--- config.mk ---
export PLATFORM = sky130hd
export DESIGN_NAME = move_arbiter
export DESIGN_NICKNAME = d
export VERILOG_FILES = /design/src/rtl/move_arbiter.sv
export SDC_FILE = /design/constraint.sdc
export NUM_CORES = 1
export LEC_CHECK = 0
export ABC_AREA = 1
export BUFFER_PORTS_ARGS = -buffer_cell sky130_fd_sc_hd__buf_2
export CORE_MARGIN = 2
export CORE_UTILIZATION = 55
export CTS_CLUSTER_SIZE = 20
export DETAILED_ROUTE_END_ITERATION = 8
export PLACE_DENSITY = 0.77
export SETUP_SLACK_MARGIN = 0.4
export SLEW_MARGIN = 20
export SYNTH_ARGS = -nofsm -noshare
export SYNTH_HDL_FRONTEND = slang
export SYNTH_SLANG_ARGS = --single-unit
--- constraint.sdc ---
create_clock -name clk -period 1.7 [get_ports clk]
set_input_delay 0.34 -clock clk [delete_from_list [all_inputs] [get_ports clk]]
set_output_delay 0.34 -clock clk [all_outputs]
set_load 0.02 [all_outputs]
--- src/rtl/move_arbiter.sv ---
// move_arbiter
//   Converts debounced direction / new-game pulses into single move commands
//   for the board engine on a valid/ready handshake. Resolves simultaneous
//   presses (up > down > left > right), buffers one move while the engine is
//   busy, suppresses pulse trains with a lockout window and blocks moves
//   while the game is over.
//
// Ports
//   clk        in   system clock, posedge
//   rst        in   asynchronous, active-high reset
//   dir_pulse  in   [0]=up [1]=down [2]=left [3]=right
//   new_game   in   new-game pulse
//   game_over  in   level, high blocks captures and flushes the pending slot
//   move_valid out  move command valid
//   move_dir   out  0=up 1=down 2=left 3=right, stable while move_valid
//   move_ready in   engine accepts when move_valid && move_ready
//   move_done  in   engine finished the accepted move (only seen in WAIT)
//   start_new  out  one-cycle board re-initialisation request
//   move_count out  (MOVE_COUNT_EN only) saturating handshake counter
//   busy       out  high whenever the FSM is not idle
//
// Configuration
//   MOVE_COUNT_EN  adds move_count[15:0]; cleared by start_new.

module move_arbiter #(
    parameter int LOCKOUT_CYCLES = 16,
    parameter int LOCK_W         = 5
) (
    input  logic        clk,
    input  logic        rst,
    input  logic [3:0]  dir_pulse,
    input  logic        new_game,
    input  logic        game_over,
    output logic        move_valid,
    output logic [1:0]  move_dir,
    input  logic        move_ready,
    input  logic        move_done,
    output logic        start_new,
`ifdef MOVE_COUNT_EN
    output logic [15:0] move_count,
`endif
    output logic        busy
);

    typedef enum logic [1:0] {
        S_IDLE  = 2'd0,
        S_ISSUE = 2'd1,
        S_WAIT  = 2'd2,
        S_NEWG  = 2'd3
    } state_t;

    state_t            state;
    logic [LOCK_W-1:0] lockout;
    logic              ng_flag;
    logic              pend_valid;
    logic [1:0]        pend_dir;

    logic              cap;
    logic [1:0]        cap_dir;

    // Fixed priority: lowest set bit wins.
    always_comb begin
        cap_dir = 2'd0;
        if (dir_pulse[0])      cap_dir = 2'd0;
        else if (dir_pulse[1]) cap_dir = 2'd1;
        else if (dir_pulse[2]) cap_dir = 2'd2;
        else if (dir_pulse[3]) cap_dir = 2'd3;
    end

    assign cap = (|dir_pulse) && (lockout == '0) && !game_over && !ng_flag;

    // Lockout window: reloads on every capture, counts down to zero.
    always_ff @(posedge clk or posedge rst) begin
        if (rst) begin
            lockout <= '0;
        end else if (cap) begin
            lockout <= LOCK_W'(LOCKOUT_CYCLES);
        end else if (lockout != '0) begin
            lockout <= lockout - 1'b1;
        end
    end

    always_ff @(posedge clk or posedge rst) begin
        if (rst) begin
            state      <= S_IDLE;
            move_valid <= 1'b0;
            move_dir   <= 2'd0;
            start_new  <= 1'b0;
            busy       <= 1'b0;
            ng_flag    <= 1'b0;
            pend_valid <= 1'b0;
            pend_dir   <= 2'd0;
        end else begin
            if (new_game) begin
                ng_flag <= 1'b1;
            end

            // Captures while the engine is occupied go to the single slot;
            // a full slot keeps its first occupant.
            if ((state == S_ISSUE || state == S_WAIT) && cap && !pend_valid) begin
                pend_valid <= 1'b1;
                pend_dir   <= cap_dir;
            end

            case (state)
                S_IDLE: begin
                    if (ng_flag) begin
                        state     <= S_NEWG;
                        start_new <= 1'b1;
                        busy      <= 1'b1;
                    end else if (pend_valid && !game_over) begin
                        // Buffered move goes first; a same-cycle capture
                        // refills the slot it just vacated.
                        state      <= S_ISSUE;
                        move_valid <= 1'b1;
                        move_dir   <= pend_dir;
                        busy       <= 1'b1;
                        pend_valid <= cap;
                        if (cap) begin
                            pend_dir <= cap_dir;
                        end
                    end else if (cap) begin
                        state      <= S_ISSUE;
                        move_valid <= 1'b1;
                        move_dir   <= cap_dir;
                        busy       <= 1'b1;
                    end
                end
                S_ISSUE: begin
                    if (move_ready) begin
                        state      <= S_WAIT;
                        move_valid <= 1'b0;
                    end
                end
                S_WAIT: begin
                    if (move_done) begin
                        state <= S_IDLE;
                        busy  <= 1'b0;
                    end
                end
                S_NEWG: begin
                    state      <= S_IDLE;
                    start_new  <= 1'b0;
                    busy       <= 1'b0;
                    pend_valid <= 1'b0;
                    ng_flag    <= new_game;
                end
                default: begin
                    state <= S_IDLE;
                end
            endcase

            // No captures happen while game_over is high, so clearing on the
            // level is the same as clearing on its rising edge.
            if (game_over) begin
                pend_valid <= 1'b0;
            end
        end
    end

`ifdef MOVE_COUNT_EN
    always_ff @(posedge clk or posedge rst) begin
        if (rst) begin
            move_count <= '0;
        end else if (start_new) begin
            move_count <= '0;
        end else if (move_valid && move_ready && (move_count != 16'hFFFF)) begin
            move_count <= move_count + 16'd1;
        end
    end
`endif

endmodule
==> results of run 1 <==
path summary, 6_finish.rpt:
kind / from / endpoint / slack [ns] / depth (start not counted)
max: lockout[1] / pend_valid / 0.31 / 9
min in group clk: new_game / ng_flag / 0.25 / 2
max reg2reg: lockout[1] / pend_valid / 0.31 / 9
min: rst / lockout[2] / 0.11 / 2
max in group asynchronous: rst / move_valid / 1.19 / 2
min reg2reg: move_valid / move_valid / 0.48 / 2
repair_timing:
item	in CTS	in global routing
pin swaps	2	6
setup endpoints to repair	9	12
buffers inserted	6	5
gates resized for setup	9	9
metrics by stage:
step | area (um^2) | util (%)
finish | 1310 | 75.8
global route | 1310 | 75.8
CTS | 1230 | 71.4
detailed placement | 1130 | 65.4
global placement | 1130 | 65.4
floorplan | 1030 | -
worst register-to-register path, cell delays in order, from the launching register on:
cell and delay (ns):
dfrtp_1 0.40, inv_2 0.09, ha_4 0.14, nand2_4 0.06
nor2_8 0.12, buf_4 0.14, a21oi_1 0.07, o21ai_1 0.16
nand2_1 0.09, nor2_1 0.08
report_power, final:
group	switching [mW]	total (mW)	internal, mW
clock	0.116	0.199	0.0825
sequential	0.110	0.626	0.516
combinational	0.728	1.27	0.543
total	0.955	2.10	1.14
state kept, by name (all words and copies together) (netlist names):
name / count
lockout: 5
move_dir: 2
pend_dir: 2
state: 2
busy: 1
move_valid: 1
ng_flag: 1
pend_valid: 1
start_new: 1
cells in the final DEF (no fill, tap or decap):
cell      instances
buf_4            11
nor2_1            7
inv_4             1
or2_2             1
nand4_4           1
o21bai_1          1
inv_1            14
ha_2              2
xnor2_1           1
nand3_4           2
nand3_2           6
a21oi_1           4
mux2i_1           1
ha_1              3
inv_2             9
nand3_1           6
nor3_1            2
dfrtp_1          16
ha_4              2
nor2_8            1
a21oi_2           1
o21ai_1           6
nor2_4            2
clkbuf_4          3
nand2_4           2
buf_2            14
nand2_2           3
o21ai_0           5
o22ai_1           1
nand4_1           1
nand2_1          19
nor3_4            1
xor2_1            1
layout make-up:
type,count,area (um^2)
Fill cell,140,418
Inverter,24,92.6
Sequential cell,16,400
Timing Repair Buffer,25,153
Tap cell,25,31.3
Clock buffer,3,22.5
Multi-Input combinational cell,82,609
layer usage:
layer	share of wire (%)	up-vias	wire (um)
met2	53	31	1240
met5	0	-	0
met3	3.8	12	89
met1	40	417	936
met4	3.9	0	93
li1	-	449	-
logic make-up after synthesis:
group                      count (synthesis)
AOI/OAI and AO/OA                         18
muxes                                      1
buffers and inverters                     24
adders and majority gates                  7
xor gates and xnor gates                   2
and+or+nand+nor                           54
DFF                                       16
==> impl_metrics.ini, run 1 <==
[clocking]
cts_buffers = 3
path_clk_slew_ns = 0.09
clock-sinks = 16
cts-root-buf = clkbuf_4
insertion_delay_ns = 0.29
clockBufferDepth = 2
cts_tree = done
htree_levels = 1
cts_hold_buf = 0

[setup_path]
path_cells = inv_2, ha_4, nand2_4, nor2_8, buf_4, a21oi_1, o21ai_1, nand2_1, nor2_1
critPathSlowestCell = dfrtp_1
critPathTopFamily = flip-flops
crit_path_max_incr_delay_ns = 0.40
crit_path_end_kind = flip-flop
cp_max_fo = 5
critical_path_buf_inv_count = 2
startpoint_type = flip-flop
cp.required_ns = 1.93
path_class = reg2reg
crit_arrival_ns = 1.62

[logic_synthesis]
ys.flop_type = dfrtp_1
synth-seq-cells = 16
synth_edf_count = 0
synth_nets = 139
synthTopCellsByCount = nand2_1, inv_1, dfrtp_1, nand3_1, nor2_1
synth.most_common_cell = nand2_1
synth_warnings = 0
synth_xor_area_share_pct = 1.74
synth_seq_area_share_pct = 39.8
avgSynthCellArea_um2 = 8.26
synth.area.top_cells = dfrtp_1, ha_1, nand2_1
ys_types = 24
synthSimpleGateAreaFrac_pct = 30.6
synthAdderAreaFrac_pct = 8.70
syn_inst = 122
synth_top_area_share_pct = 39.8
syn_area_um2 = 1010
synth_compound_area_share_pct = 9.32
synth_mux_area_share_pct = 0.994
synth_top_family_by_area = simple AND/OR/NAND/NOR gates
synth_area_leader_cell = dfrtp_1
ys_async_sr_fraction_pct = 100

[layout]
instances_no_fill = 175
drive_gt1_share_pct = 41.3
layout.nets = 169
diodes = 0
area_growth_pct = 29.9

[place]
post-place-cells = 161
gp_congestion = 0.871
dp_hpwl_mm = 1.48
numPortBuffers = 14
pre_cts_slack_ns = 0.231

[pwr]
peakVddDrop_v = 0.000949
p_total_mw = 2.10
cellLeakagePower_nw = 0.682
p_per_area_nw_per_um2 = 1600

[sta]
slew_violations = 0
timing.fmax_ghz = 0.718
hold_viol = 0
setup_viol = 0
fin_hold_ws_ns = 0.111
rsz0062_at_grt = true
period_share_pct = 81.9
setup_tns_ns = 0
fin_worst_skew_ns = 0.00113
fin_ws_ns = 0.308
worst_pin_slew_ns = 0.623
slew_headroom_pct = 58.4
fin_crit_ns = 1.39

[routing]
drc_errors = 0
num_vias = 909
first_pass_iters = 4
drtIter0Drc = 18
ant_nets = 0
drt_wl_total_mm = 2.36
wl_per_cell_um = 13.5
viasPerCell = 5.19

[floorplanning]
rows = 15
die_h_um = 46.8
dieArea_um2 = 2190
die_w_um = 46.8
ioPinCount = 15
initial_core_util_pct = 58.3
core_um2 = 1730

[grt]
grt_pass1_wl_mm = 3.47
gr-usage-all-layers_pct = 23.2
grt_pass1_vias = 867
met1_usage_pct = 24.2
grt_max_degree = 17
overflow = 0
top_usage_layer = met2
globalRouteMet2Util_pct = 42.5
antenna_found_initial = 0
gr-usage-met3_pct = 5.00

[flow_run]
drv_cap = 0

[min_path]
hp-class = in2async

[run_status]
status = finished, final reports clean
No activity file was read; power rests on OpenSTA's default activity.
==> run 2: changes to the inputs <==
Settings changed: CORE_UTILIZATION 55 to 49, PLACE_DENSITY 0.77 to 0.73.
Clock period 1.7 ns to 1.2 ns, I/O delays scaled along.
==> impl_metrics.ini, run 2 (synthesized netlist as in run 1, its figures left out) <==
[run_status]
status = finished with violations
violations = negative setup slack

[setup_path]
path_cells = inv_2, ha_4, nand2_4, nor2_8, buf_4, a21oi_1, o21ai_1, nand2_1, nor2_1
critPathTopFamily = flip-flops
cp_max_fo = 4
cp.required_ns = 1.44
crit_arrival_ns = 1.61
startpoint_type = flip-flop
crit_path_max_incr_delay_ns = 0.40
critical_path_buf_inv_count = 2
crit_path_end_kind = flip-flop
path_class = reg2reg
critPathSlowestCell = dfrtp_1

[place]
numPortBuffers = 14
dp_hpwl_mm = 1.63
gp_congestion = 0.818

[layout]
final_core_utilization_pct = 79.2
diodes = 0
largest_reg_flops = 5
layout_common_cells = buf_4, nand2_1, dfrtp_1, inv_1, inv_2
fillCellCount = 133
layout.nets = 190
final_common_cell = buf_4
drive_gt1_share_pct = 50.9
largest_register = lockout
area_growth_pct = 52.7

[sta]
fin_crit_ns = 1.38
timing.fmax_ghz = 0.727
fin_worst_skew_ns = 0.00980
rsz0062_at_grt = true
slew_headroom_pct = 79.5
fin_ws_ns = -0.176
worst_pin_slew_ns = 0.307
period_share_pct = 115
setup_viol = 13
hold_viol = 0
fin_hold_ws_ns = 0.132
slew_violations = 0

[floorplanning]
initial_core_util_pct = 51.9
rows = 16
core_um2 = 1940
die_w_um = 49.3
die_h_um = 49.3
ioPinCount = 15
dieArea_um2 = 2430

[routing]
drtIter0Drc = 38
wl_per_cell_um = 13.7
first_pass_iters = 4
viasPerCell = 5.04
num_vias = 997
drt_wl_total_mm = 2.70
ant_nets = 0
drc_errors = 0

[clocking]
clockBufferDepth = 2
cts-root-buf = clkbuf_4
htree_levels = 1
insertion_delay_ns = 0.31
clock-sinks = 16
cts_buffers = 3
path_clk_slew_ns = 0.10
cts_tree = done

[grt]
antenna_found_initial = 0
grt_pass1_wl_mm = 3.83
gr-usage-all-layers_pct = 21.4
overflow = 0
grt_max_degree = 17
grt_pass1_vias = 913

[pwr]
peakVddDrop_v = 0.00157
cellLeakagePower_nw = 0.800
p_per_area_nw_per_um2 = 2310

[flow_run]
drv_cap = 0

[min_path]
hp-class = in2reg
[run 2: changes by cell type in the layout (fill, tap and decap cells not counted), moves of 2 or more]
| cell | delta |
|---|---|
| buf_4 | +17 |
| buf_6 | +8 |
| o21ai_0 | -2 |
| buf_2 | -5 |
| o21ai_1 | +2 |
[run 2: worst reg2reg max path, cell delays in order (launching register included)]
cell and delay, ns:
dfrtp_1 0.40, inv_2 0.08, ha_4 0.14, nand2_4 0.06, nor2_8 0.12, buf_4 0.13, a21oi_1 0.06, o21ai_1 0.15
nand2_1 0.07, nor2_1 0.09
[run 2: where the power goes]
part / total [mW] / switching [mW] / internal (mW) / leakage (nW)
logic: 2.37 / 1.20 / 1.18 / 0.586
registers: 0.876 / 0.145 / 0.731 / 0.200
clock network: 0.307 / 0.189 / 0.118 / 0.0138
total: 3.56 / 1.53 / 2.02 / 0.800
[run 2: stage by stage]
step                area, um^2  power, mW  setup TNS [ns]  std cells  setup WS, ns
finish                    1540       3.56           -1.85        198        -0.176
global route              1540       3.80           -2.87        198        -0.287
CTS                       1440       3.23           -1.45        192        -0.153
detailed placement        1280       2.61           -1.30        183        -0.155
global placement          1280       2.54          -0.909        183        -0.120
floorplan                 1030       1.93          -0.710        122        -0.109
[run 2: final timing paths]
kind | depth (start not counted) | slack (ns) | end | startpoint
worst max-delay path | 9 | -0.18 | pend_valid | lockout[1]
worst min-delay path | 2 | 0.13 | ng_flag | new_game
worst max register to register | 9 | -0.18 | pend_valid | lockout[1]
worst min register to register | 2 | 0.51 | pend_dir[1] | pend_dir[1]
max in group asynchronous | 4 | 0.54 | ng_flag | rst
min in group asynchronous | 4 | 0.47 | state[1] | rst
[run 2: area by class of cell]
class                   instances  area (um^2)  share of cell area (%)
repair buffers                 46          355                    23.1
clock buffers                   3         22.5                    1.46
multi-input cells              82          633                    41.2
inverters                      24         92.6                    6.02
flip-flops and latches         16          400                    26.0
well taps                      27         33.8                    2.20
[run 2: metal layers]
layer,global-route usage (%),vias to the layer above,wire [um]
met1,24.0,471,1080
met4,12.4,0,103
met2,37.4,22,1430
met5,0,-,0
li1,-,491,-
met3,4.29,13,88
[run 2: timing repair]
| action | 4_1_cts | 5_1_grt |
|---|---|---|
| resized for setup | 23 | 12 |
| pin swaps | 7 | 6 |
| setup buffers | 5 | 6 |
| cloned | 0 | 0 |
| endpoints found under the hold margin | 16 | 0 |
| hold buffers | 1 | 0 |
| setup endpoints to repair | 21 | 21 |
